==> config.mk <==
export PLATFORM = sky130hd
export DESIGN_NAME = inv_sub_bytes_seq
export DESIGN_NICKNAME = d
export VERILOG_FILES = /design/src/rtl/inv_sub_bytes_seq.sv
export SDC_FILE = /design/constraint.sdc
export NUM_CORES = 1
export LEC_CHECK = 0
export ABC_AREA = 1
export CORE_MARGIN = 2
export CORE_UTILIZATION = 23
export CTS_CLUSTER_DIAMETER = 80
export CTS_CLUSTER_SIZE = 25
export DETAILED_ROUTE_END_ITERATION = 8
export DONT_BUFFER_PORTS = 1
export RECOVER_POWER = 100
export SYNTH_ARGS = -nofsm -noshare
export SYNTH_HDL_FRONTEND = slang
export SYNTH_SLANG_ARGS = --single-unit
export TNS_END_PERCENT = 1
==> constraint.sdc <==
create_clock -name CLK -period 2.05 [get_ports CLK]
set_input_delay 0.3075 -clock CLK [delete_from_list [all_inputs] [get_ports CLK]]
set_output_delay 0.3075 -clock CLK [all_outputs]
set_load 0.005 [all_outputs]
==> src/rtl/inv_sub_bytes_seq.sv <==
// InvSubBytes over a full 128-bit state, sequenced one byte per cycle through a shared inverse S-box ROM.
// Optional feature macro: INV_SUB_BYTES_ABORT_EN adds an abort input that cancels a job in flight.
module inv_sub_bytes_seq #(
   parameter int NUM_BYTES = 16,
   parameter int ROM_LAT   = 1
) (
   input  logic                   CLK,
   input  logic                   RST_N,
   input  logic                   start,
   input  logic [8*NUM_BYTES-1:0] state_in,
`ifdef INV_SUB_BYTES_ABORT_EN
   input  logic                   abort,
`endif
   output logic                   ready,
   output logic                   done,
   output logic [8*NUM_BYTES-1:0] state_out,
   output logic                   rom_en,
   output logic [7:0]             rom_addr,
   input  logic [7:0]             rom_data
);

   typedef enum logic [1:0] {S_IDLE, S_ISSUE, S_DRAIN, S_DONE} state_t;

   // Byte i of the state lives at packed index LAST-i, so byte 0 is the MSB byte.
   localparam logic [3:0] LAST = 4'(NUM_BYTES - 1);

   state_t                    state_q, state_d;
   logic [NUM_BYTES-1:0][7:0] in_buf_q, in_buf_d;
   logic [NUM_BYTES-1:0][7:0] result_q, result_d;
   logic [NUM_BYTES-1:0][7:0] state_out_q, state_out_d;
   logic [3:0]                issue_cnt_q, issue_cnt_d;
   logic [3:0]                cap_cnt_q, cap_cnt_d;
   logic [ROM_LAT-1:0]        vld_q, vld_d;
   logic                      ready_q, ready_d;
   logic                      done_q, done_d;
   logic                      rom_en_q, rom_en_d;
   logic [7:0]                rom_addr_q, rom_addr_d;
   logic                      capture;
   logic [3:0]                issue_nxt;

   // The valid pipe alone decides when rom_data is real, so a disabled ROM's zeros are never taken.
   always_comb begin
      capture     = vld_q[ROM_LAT-1];
      issue_nxt   = issue_cnt_q + 4'd1;
      state_d     = state_q;
      in_buf_d    = in_buf_q;
      result_d    = result_q;
      state_out_d = state_out_q;
      issue_cnt_d = issue_cnt_q;
      cap_cnt_d   = cap_cnt_q;
      vld_d       = (vld_q << 1) | ROM_LAT'(rom_en_q);
      ready_d     = ready_q;
      done_d      = 1'b0;
      rom_en_d    = rom_en_q;
      rom_addr_d  = rom_addr_q;

      if (capture) begin
         result_d[LAST - cap_cnt_q] = rom_data;
         cap_cnt_d                  = cap_cnt_q + 4'd1;
      end

      case (state_q)
         S_IDLE: begin
            if (start) begin
               in_buf_d    = state_in;
               issue_cnt_d = 4'd0;
               cap_cnt_d   = 4'd0;
               rom_en_d    = 1'b1;
               rom_addr_d  = state_in[8*NUM_BYTES-1 -: 8];
               ready_d     = 1'b0;
               state_d     = S_ISSUE;
            end
         end
         S_ISSUE: begin
            issue_cnt_d = issue_nxt;
            if (issue_cnt_q == LAST) begin
               rom_en_d = 1'b0;
               state_d  = S_DRAIN;
            end else begin
               rom_addr_d = in_buf_q[LAST - issue_nxt];
            end
         end
         S_DRAIN: begin
            // The last byte lands on this same edge, so publish the merged result.
            if (capture && cap_cnt_q == LAST) begin
               state_out_d = result_d;
               done_d      = 1'b1;
               state_d     = S_DONE;
            end
         end
         S_DONE: begin
            ready_d = 1'b1;
            state_d = S_IDLE;
         end
         default: state_d = S_IDLE;
      endcase

`ifdef INV_SUB_BYTES_ABORT_EN
      if (abort && (state_q == S_ISSUE || state_q == S_DRAIN)) begin
         state_d     = S_IDLE;
         state_out_d = state_out_q;
         issue_cnt_d = 4'd0;
         cap_cnt_d   = 4'd0;
         vld_d       = '0;
         rom_en_d    = 1'b0;
         ready_d     = 1'b1;
         done_d      = 1'b0;
      end
`endif
   end

   always_ff @(posedge CLK) begin
      if (!RST_N) begin
         state_q     <= S_IDLE;
         in_buf_q    <= '0;
         result_q    <= '0;
         state_out_q <= '0;
         issue_cnt_q <= 4'd0;
         cap_cnt_q   <= 4'd0;
         vld_q       <= '0;
         ready_q     <= 1'b1;
         done_q      <= 1'b0;
         rom_en_q    <= 1'b0;
         rom_addr_q  <= 8'h00;
      end else begin
         state_q     <= state_d;
         in_buf_q    <= in_buf_d;
         result_q    <= result_d;
         state_out_q <= state_out_d;
         issue_cnt_q <= issue_cnt_d;
         cap_cnt_q   <= cap_cnt_d;
         vld_q       <= vld_d;
         ready_q     <= ready_d;
         done_q      <= done_d;
         rom_en_q    <= rom_en_d;
         rom_addr_q  <= rom_addr_d;
      end
   end

   assign ready     = ready_q;
   assign done      = done_q;
   assign state_out = state_out_q;
   assign rom_en    = rom_en_q;
   assign rom_addr  = rom_addr_q;

endmodule

# After elaboration in Yosys (flattened, before gate mapping)

Cells that the tools add are included.

Memory bits (read-only): 0
Register bits: 406
Memories kept: 0
Input port bits: 139
RAM bits: 0
Logic and storage cells: 109
Output and inout bits: 139
Latch bits: 0

Reduce and logical (&&, ||, !) cells: 13
Shift operators: 0
$lt $le $gt $ge: 3
Bitwise gates (word level): 0
Equality and inequality tests: 9
Div/mod/pow operators: 0
Multiplexer cells: 24
Multiply operators: 0
Add/sub/neg operators: 4

Operator list:

| cell                | count |
|---|---|
| $bwmux 128          | 1 |
| $mux 128            | 1 |
| $bmux 8 s4          | 1 |
| $demux 8 s4         | 1 |
| $mux 8              | 4 |
| $mux 4              | 4 |
| $pmux 8 s2          | 1 |
| $lt 4x5->1 const B  | 2 |
| $reduce_and 2->1    | 5 |
| $reduce_and 3->1    | 3 |
| $add 4x1->4 const B | 2 |
| $eq 4x4->1 const B  | 2 |
| $ne 2x2->1 const B  | 4 |
| $pmux 2 s4          | 1 |
| $pmux 4 s2          | 1 |
| $sub 4x4->4 const A | 2 |
| $mux 2              | 3 |
| $eq 2x2->1 const B  | 2 |
| $ge 4x1->1 const B  | 1 |
| $mux 1              | 4 |
| $pmux 1 s2          | 2 |
| $reduce_bool 2->1   | 2 |
| $eq 2x1->1 const B  | 1 |
| $logic_and 1x1->1   | 2 |
| $logic_not 2->1     | 1 |

# Depth between registers and ports, before layout

Depth after elaboration: 7
Mapped depth: 10

# Worst setup path after synthesis

No wires, ideal clock.

Kind: reg-to-reg
From: reg state_q[0]
To: reg in_buf_q[120] in the netlist's numbering
Setup time: 0.128 ns
Cell stages (with the launch flop): 8
Period minus slack after synthesis: 1.639 ns
Slack: 0.411 ns
Arrival time: 1.511 ns
Buffers on the path: 3
Required time: 1.922 ns
Cells stage by stage: dfxtp_1 inv_1 ha_1 nand2_1 buf_2 clkbuf_1 buf_1 a21oi_1

Cells in the longest elaborated chain, start to end: 2

Ends and longest elaborated chain:

| what                              | RTL line | source |
|---|---|---|
| start, declared                   | 27       | `state_t state_q, state_d;` |
| start signal, assigned            | 126      | `state_q <= state_d;` |
| $logic_not 2->1                   | 62       | `case (state_q)` |
| $reduce_and 2->1 (no source line) | --       |  |
| end signal, assigned              | 127      | `in_buf_q <= in_buf_d;` |
| end, declared                     | 28       | `logic [NUM_BYTES-1:0][7:0] in_buf_q, in_buf_d;` |

No other way between the ends.
A chain may end at the register's enable or synchronous reset.

# Worst setup path in the final report

From: reg state_q[0]
To: reg in_buf_q[51] in the netlist's numbering

Same word-level chain as after synthesis.

==> results.txt <==
----------------------------------------------------
[Placed design]
  Post-detailed-placement cell area ... between 0.015 and 0.02 sq mm
  Count of buffers from port buffering ... 0
  Post-detail-place hpwl ... 32100 um
  Gp weighted congestion ... roughly 0.79

[STA]
  Hold Worst Slack ... between 0.009 and 0.01 ns
  Final worst path period share ... 0.937
  Number of hold-slack violations in the final timing report ... 0
  Final Critical Period ... ~1.9 ns
  Total negative setup slack ... 0 ns
  Relative max-transition margin ... 0.382
  Number of max-slew violations in the final report ... 0
  Final-report setup violation count ... 0
  Max frequency ... ~0.52 GHz
  Worst clock skew ... about 0.033 ns
  Transition time at the pin with the least slew margin ... about 0.92 ns

[Cells and area]
  Post-route cell area ... 0.0186 sq mm
  Filler cell count ... ~6900
  Share of layout cells above drive strength 1 ... 0.0595
  Net count of the finished layout ... 2182
  Post-synthesis to final-layout area growth ... 23.3%

[Setup path]
  Reg2Reg Capture Point ... in_buf_q[51]$_SDFFE_PN0P_
  Register-to-register setup slack ... 0.13 ns
  Required time reported for the critical path endpoint ... 2.54 ns
  Launch point of the worst path ... state_q[0]$_SDFFE_PN0P_
  Path depth of the worst reg2reg path ... 7
  Maximum fanout count along the critical path ... 17
  Signal arrival time at the worst endpoint ... 2.41 ns
  Endpoint class of the critical path ... flop
  Critical path class ... flop to flop
  End point of the critical path ... in_buf_q[51]$_SDFFE_PN0P_
  Startpoint of the worst register-to-register path ... state_q[0]$_SDFFE_PN0P_
  Type of element launching the critical path ... flop

[GRT]
  Initial antenna violation count ... 3
  Via count of the first global-routing pass ... 12000
  Maximum number of pins on one net before global-route repair ... 260
  Total track usage ... 0.134
  Gr ovfl total ... 0
  Wire length of the first global-routing pass ... ~71000 um

[Die]
  Io pins ... between 200 and 300
  Starting density of the core ... 0.233
  Die Y ... 260 um
  Core area ... about 0.065 sq mm
  Placement row count ... between 90 and 100
  DIE AREA ... 0.0676 sq mm
  X dimension of the die ... 260 um

[Logic synthesis]
  Netlist cell types ... 29
  Synthesized net count ... between 2000 and 2500
  FF+latch count, synth ... a little under 400
  Number of warnings printed during yosys synthesis ... 0
  Post-synth top area share ... 0.528
  Avg Cell Area, Syn ... approximately 7.7 sq um
  Ranking of synthesized cells by area ... sky130_fd_sc_hd__dfxtp_1 (53%), sky130_fd_sc_hd__a21oi_1 (12%), sky130_fd_sc_hd__nor2_1 (6.8%), sky130_fd_sc_hd__o21ai_0 (6.3%), sky130_fd_sc_hd__nand2_1 (4.9%)
  Library cell occupying the most area in the post-synthesis netlist ... sky130_fd_sc_hd__dfxtp_1
  EDFF count, synth ... 0
  Share of the yosys chip area belonging to registers ... 0.528
  Main flop type after synthesis ... sky130_fd_sc_hd__dfxtp_1
  Async S/R FF share, synth ... 0
  Number of standard cells after synthesis ... a little under 2000
  Post-synthesis instance area ... ~0.015 sq mm

[Routing]
  DR vias ... 13000
  Antenna-violating nets left ... 0
  Detailed router's first-iteration violation count ... approximately 1100
  First-pass iteration count of the detailed router ... 5
  Vias per Instance ... between 4 and 5
  Wire length after detailed routing ... about 49000 um
  Average wire per cell in the routed design ... between 15 and 20 um
  DRC violations left ... 0

[Pwr]
  Leak pwr ... slightly above 7 nW
  Worst IR drop on VDD ... ~590 uV
  Total power divided by cell area ... approximately 1100 mW/mm^2

[Clock tree]
  Number of CTS-inserted buffers ... 27
  Clock slew at the register clock pins of the worst setup and hold paths ... around 0.10 ns
  CTS tree ... done
  Deepest clock path buffer count ... 3
  Number of buffers inserted by post-CTS setup repair ... 0
  H-Tree Level Count ... 1
  CTS Root Buffer Type ... sky130_fd_sc_hd__clkbuf_16
  TritonCTS Sinks ... just under 400
  Source-to-sink clock delay at the later pin of the worst-skew pair ... slightly below 0.6 ns

[Status]
  Result of the run ... complete, no violations

[Worst hold path]
  Hold Crit Class ... primary input to flop

[Run]
  Max-capacitance violation count ... 0

----------------------------------------------------
## stage by stage
stage | power (mW) | setup WS, ns | utilization | instances
after global placement | 13.2 | 0.274 | 0.249 | 2719
after CTS | 19.7 | 0.0225 | 0.284 | 2889
after global routing | 20.7 | -0.00521 | 0.288 | 2907
after floorplan | 11.8 | 0.411 | - | 1955
after detailed placement | 13.2 | 0.241 | 0.249 | 2719
final | 19.6 | 0.129 | 0.288 | 2907
## worst min-delay path by stage
stage | startpoint | depth (start not counted) | endpoint | slack, ns
after global routing | RST_N | 2 | result_q[111]$_SDFF_PN0_ | 0.01
after detailed placement | in_buf_q[119]$_SDFFE_PN0P_ | 2 | in_buf_q[119]$_SDFFE_PN0P_ | 0.44
after floorplan | in_buf_q[120]$_SDFFE_PN0P_ | 2 | in_buf_q[120]$_SDFFE_PN0P_ | 0.43
after global placement | in_buf_q[125]$_SDFFE_PN0P_ | 2 | in_buf_q[125]$_SDFFE_PN0P_ | 0.44
final | RST_N | 2 | cap_cnt_q[2]$_SDFF_PN0_ | 0.009
after CTS | RST_N | 2 | state_out[34]$_SDFFE_PN0P_ | -0.20
## worst max-delay path: stages, from the launching register on
cell	delay, ns
sky130_fd_sc_hd__dfxtp_1	0.34
sky130_fd_sc_hd__inv_1	0.14
sky130_fd_sc_hd__ha_4	0.21
sky130_fd_sc_hd__nand2_8	0.12
sky130_fd_sc_hd__buf_4	0.21
sky130_fd_sc_hd__o21ai_0	0.17
sky130_fd_sc_hd__dlygate4sd3_1	0.58
sky130_fd_sc_hd__nor2_1	0.04
## kinds of logic after synthesis
family                   synth area share
AO/OA/AOI/OAI                       0.216
XOR/XNOR                          0.00332
adder cells (fa/ha/maj)           0.00747
buffers and inverters              0.0848
flip-flops                          0.528
AND/OR/NAND/NOR                     0.160
## where the power goes
group          switching, mW  internal [mW]
Clock                   3.22           2.88
Sequential             0.355           8.55
Combinational           2.91           1.63
## cell usage in the layout (no fill, tap or decap), types with 2 or more instances in the layout
cell type / instances
sky130_fd_sc_hd__dfxtp_1: 397
sky130_fd_sc_hd__a21oi_1: 357
sky130_fd_sc_hd__nor2_1: 274
sky130_fd_sc_hd__nand2_1: 197
sky130_fd_sc_hd__o21ai_0: 191
sky130_fd_sc_hd__inv_1: 139
sky130_fd_sc_hd__dlygate4sd3_1: 138
sky130_fd_sc_hd__nand3_1: 115
sky130_fd_sc_hd__o21ai_1: 92
sky130_fd_sc_hd__buf_4: 42
sky130_fd_sc_hd__clkbuf_16: 27
sky130_fd_sc_hd__buf_12: 17
sky130_fd_sc_hd__clkinv_1: 8
sky130_fd_sc_hd__ha_1: 8
sky130_fd_sc_hd__clkinv_16: 5
sky130_fd_sc_hd__inv_2: 4
sky130_fd_sc_hd__nor3_1: 3
sky130_fd_sc_hd__clkbuf_1: 3
sky130_fd_sc_hd__buf_16: 3
sky130_fd_sc_hd__nand2_2: 2
sky130_fd_sc_hd__nor2_4: 2
sky130_fd_sc_hd__a211oi_2: 2
sky130_fd_sc_hd__inv_6: 2
sky130_fd_sc_hd__clkinv_8: 2
sky130_fd_sc_hd__bufinv_16: 2
## layer usage
layer  track usage  share of wire
met1         0.165           0.42
met2         0.224           0.47
met3        0.0429          0.090
met4        0.0345          0.022
met5             0              0
## layout make-up
class	instances	area (sq um)	share of cell area
inverter	152	573	0.0308
sequential	398	7970	0.429
antenna	1	2.50	0.000135
timing repair buffer	200	2120	0.114
tap	855	1070	0.0575
clock buffer	30	687	0.0369
multi-input combinational	1255	5860	0.315
clock inverter	16	313	0.0168
## state kept, by name, indices dropped and copies added, names as in the netlist
register and cells:
in_buf_q 128, state_out 128, result_q 120, rom_addr 8, cap_cnt_q 4, issue_cnt_q 4, state_q 2, capture 1
done 1, ready 1, rom_en 1
## timing repair
item,4_1_cts,5_1_grt
endpoints found under the setup margin,0,13
hold buffers,124,17
resized for setup,0,4
hold endpoints to repair,266,113
## Yosys cell counts, types with 5 or more instances
cell type / count
sky130_fd_sc_hd__clkbuf_1: 94
sky130_fd_sc_hd__clkinv_1: 8
sky130_fd_sc_hd__nand2_1: 198
sky130_fd_sc_hd__o21ai_0: 191
sky130_fd_sc_hd__inv_1: 141
sky130_fd_sc_hd__a21oi_1: 357
sky130_fd_sc_hd__nor2_1: 275
sky130_fd_sc_hd__buf_1: 5
sky130_fd_sc_hd__buf_2: 35
sky130_fd_sc_hd__buf_6: 11
sky130_fd_sc_hd__dfxtp_1: 398
sky130_fd_sc_hd__ha_1: 9
sky130_fd_sc_hd__nand3_1: 115
sky130_fd_sc_hd__o21ai_1: 92
sky130_fd_sc_hd__buf_4: 5
No activity file was read; power rests on OpenSTA's default activity.
==> variant (config.mk and constraints unchanged) <==
The parameter `NUM_BYTES` goes from 16 to 32.
--- a/src/rtl/inv_sub_bytes_seq.sv
+++ b/src/rtl/inv_sub_bytes_seq.sv
@@ -1,7 +1,7 @@
 // InvSubBytes over a full 128-bit state, sequenced one byte per cycle through a shared inverse S-box ROM.
 // Optional feature macro: INV_SUB_BYTES_ABORT_EN adds an abort input that cancels a job in flight.
 module inv_sub_bytes_seq #(
-   parameter int NUM_BYTES = 16,
+   parameter int NUM_BYTES = 32,
    parameter int ROM_LAT   = 1
 ) (
    input  logic                   CLK,
Ports: changed (resized state_in and state_out); port bits go from 278 to 534. No check against the original RTL was run, so the function may have changed too.
==> variant against the unedited design <==
  * Worst hold slack gained 65 ps
  * Synthesized area increased by 6.4%
  * Design area grew 2.5%
  * Sequential cell count unchanged
  * Power fell by 0.30%
  * Highest routed layer unchanged
  * Routed wire length rose by 5.4%
  * Largest power group unchanged
  * Setup slack better by 5.6 ps
==> variant: results (changes against the unedited design) <==
Yosys
  – Distinct cell type count after synthesis: 30 (+3.4%)
  – Post-synthesis mux area share: 0% (unchanged)
  – Synth cell count leaders: 398 x dfxtp_1, 357 x a21oi_1, 275 x nor2_1
  – Post-synthesis compound-gate area fraction: 20.3% (-1.3 points)
  – XOR/XNOR Fraction of Synth Area: 0.312% (-0.020 points)
  – Ranking of synthesized cells by area: dfxtp_1 50%, a21oi_1 11%, nor2_1 6.4%
  – Sequential-to-total area share from yosys stat: 49.7% (-3.2 points)
  – Post-Synth Adder-Cell Area: 0.702% (-0.045 points)
  – Post-synth ARST share: 0% (unchanged)
  – Syn Inst Count: 2084 (+6.6%)
  – Syn. warnings: 0 (unchanged)

Clocking
  – Number of H-tree levels: 1 (unchanged)
  – Clock latency on the worst-skew pair: 610 ps (+20 ps)
  – CTS buffer count: 27 (unchanged)
  – Clock transition at path regs: 100 ps (about the same)
  – Root buf cell: clkbuf_16
  – Clock tree buffer depth: 3 (unchanged)

Detailed routing
  – Via density: 4.29 (-3.9%)
  – First-pass detailed-route iteration total: 5 (unchanged)
  – Drt initial violations: 856 (-20%)
  – Total wire length: 51300 um (+5.4%)

Worst setup path
  – Critical path type: register to register
  – Flop2flop setup slack: 130 ps
  – Critical Path AT: 2390 ps (-20 ps)
  – Critical Path Sink: rom_addr[0]$_SDFFE_PN0P_
  – FF-to-FF path depth: 8 (+1)
  – CP Max Fanout: 13 (-4)
  – Worst r2r src: issue_cnt_q[0]$_SDFFE_PN0P_

Global route
  – Initial antenna violation count: 4 (+1)
  – Total track usage: 13.1% (-0.29 points)
  – Largest net degree at the start of global routing: 260 (unchanged)
  – Vias in the first global route: 12300 (+2.3%)
  – GR Overflow Total: 0 (unchanged)
  – First-pass GRT wire length: 73400 um (+2.7%)

Hold path
  – Hold_sp: RST_N
  – Worst hold-check path type: input port to register
  – Hold Path End: in_buf_q[15]$_SDFFE_PN0P_
  – Hold Crit Depth: 3 (+1)

Timing
  – Worst-Margin Slew: 961 ps (+39.4 ps)
  – Setup violations, final: 0 (unchanged)
  – Clock skew: 31.4 ps (-1.63 ps)
  – Fin Hold WS: 74.2 ps (+64.8 ps)

Final layout
  – Proportion of layout cells with a drive suffix above 1: 5.18% (-0.77 points)
  – Net count, final: 2441 (+12%)
  – Fillers: 7439 (+7.7%)
  – Final Instance Count excl. Fillers: 3118 (+7.3%)

Placement
  – Port bufs: 0 (unchanged)
  – DP Wirelength: 32700 um (+2.0%)
  – Routability congestion estimate: 0.804 (+1.1%)
  – Dpl cells: 2914 (+7.2%)

Run status
  – Run status: completed

Pwr
  – Max VDD drop: 0.000696 V (+18%)
  – Sw Ratio: 34.5% (+1.3 points)
  – Leak Pwr: 7.58 nW (+5.3%)
[variant: cell types whose count changed in the layout (fill, tap and decap cells not counted), moves of 6 or more]
cell,delta
conb_1,+128
o21ai_0,+40
o21ai_1,-40
buf_4,-22
clkbuf_2,+10
dlygate4sd3_1,+7
clkbuf_1,+6
[variant: power by group through the flow]
stage / registers [mW] / logic, mW / clock network [mW]
global route: 9.02 / 5.20 / 6.49
floorplan: 8.93 / 3.15 / 0
detailed placement: 9.10 / 4.23 / 0
global placement: 9.08 / 4.19 / 0
CTS: 8.92 / 4.51 / 6.22
finish: 8.90 / 4.60 / 5.99
[variant: stage by stage]
stage	util [%]	power (mW)	setup slack, ps	cell area (um2)
finish	27.7	19.5	134	19100
global route	27.7	20.7	9.55	19100
CTS	27.6	19.6	18.3	19000
detailed placement	24.1	13.3	200	16600
global placement	24.1	13.3	233	16600
floorplan	-	12.1	412	16500
[variant: area by class of cell]
cell class	count	area share, %
well taps	931	6.11
clock buffers	29	3.58
repair buffers	203	10.8
flip-flops and latches	398	41.8
inverters	152	3.01
clock inverters	18	1.45
diodes	4	0.0525
multi-input cells	1383	33.2
[variant: what timing repair did]
item	in CTS	in global routing
endpoints found under the setup margin	0	2
setup buffers	0	5
hold endpoints to repair	272	123
gates resized for setup	0	3
hold buffers	143	5
[variant: worst max-delay path, cell delays in order, from the launching register on]
cell	delay, ps
dfxtp_2	370
buf_4	220
nand3_1	140
xnor2_2	490
inv_2	200
nand3_1	120
nand3_1	90
nand2_1	80
a21oi_1	50
[variant: metal layers]
layer | global-route usage [%] | vias up | share of wire [%]
li1 | - | 6690 | -
met1 | 16.1 | 6223 | 42
met2 | 21.9 | 424 | 46
met3 | 4.65 | 51 | 10
met4 | 2.82 | 0 | 1.7
met5 | 0 | - | 0
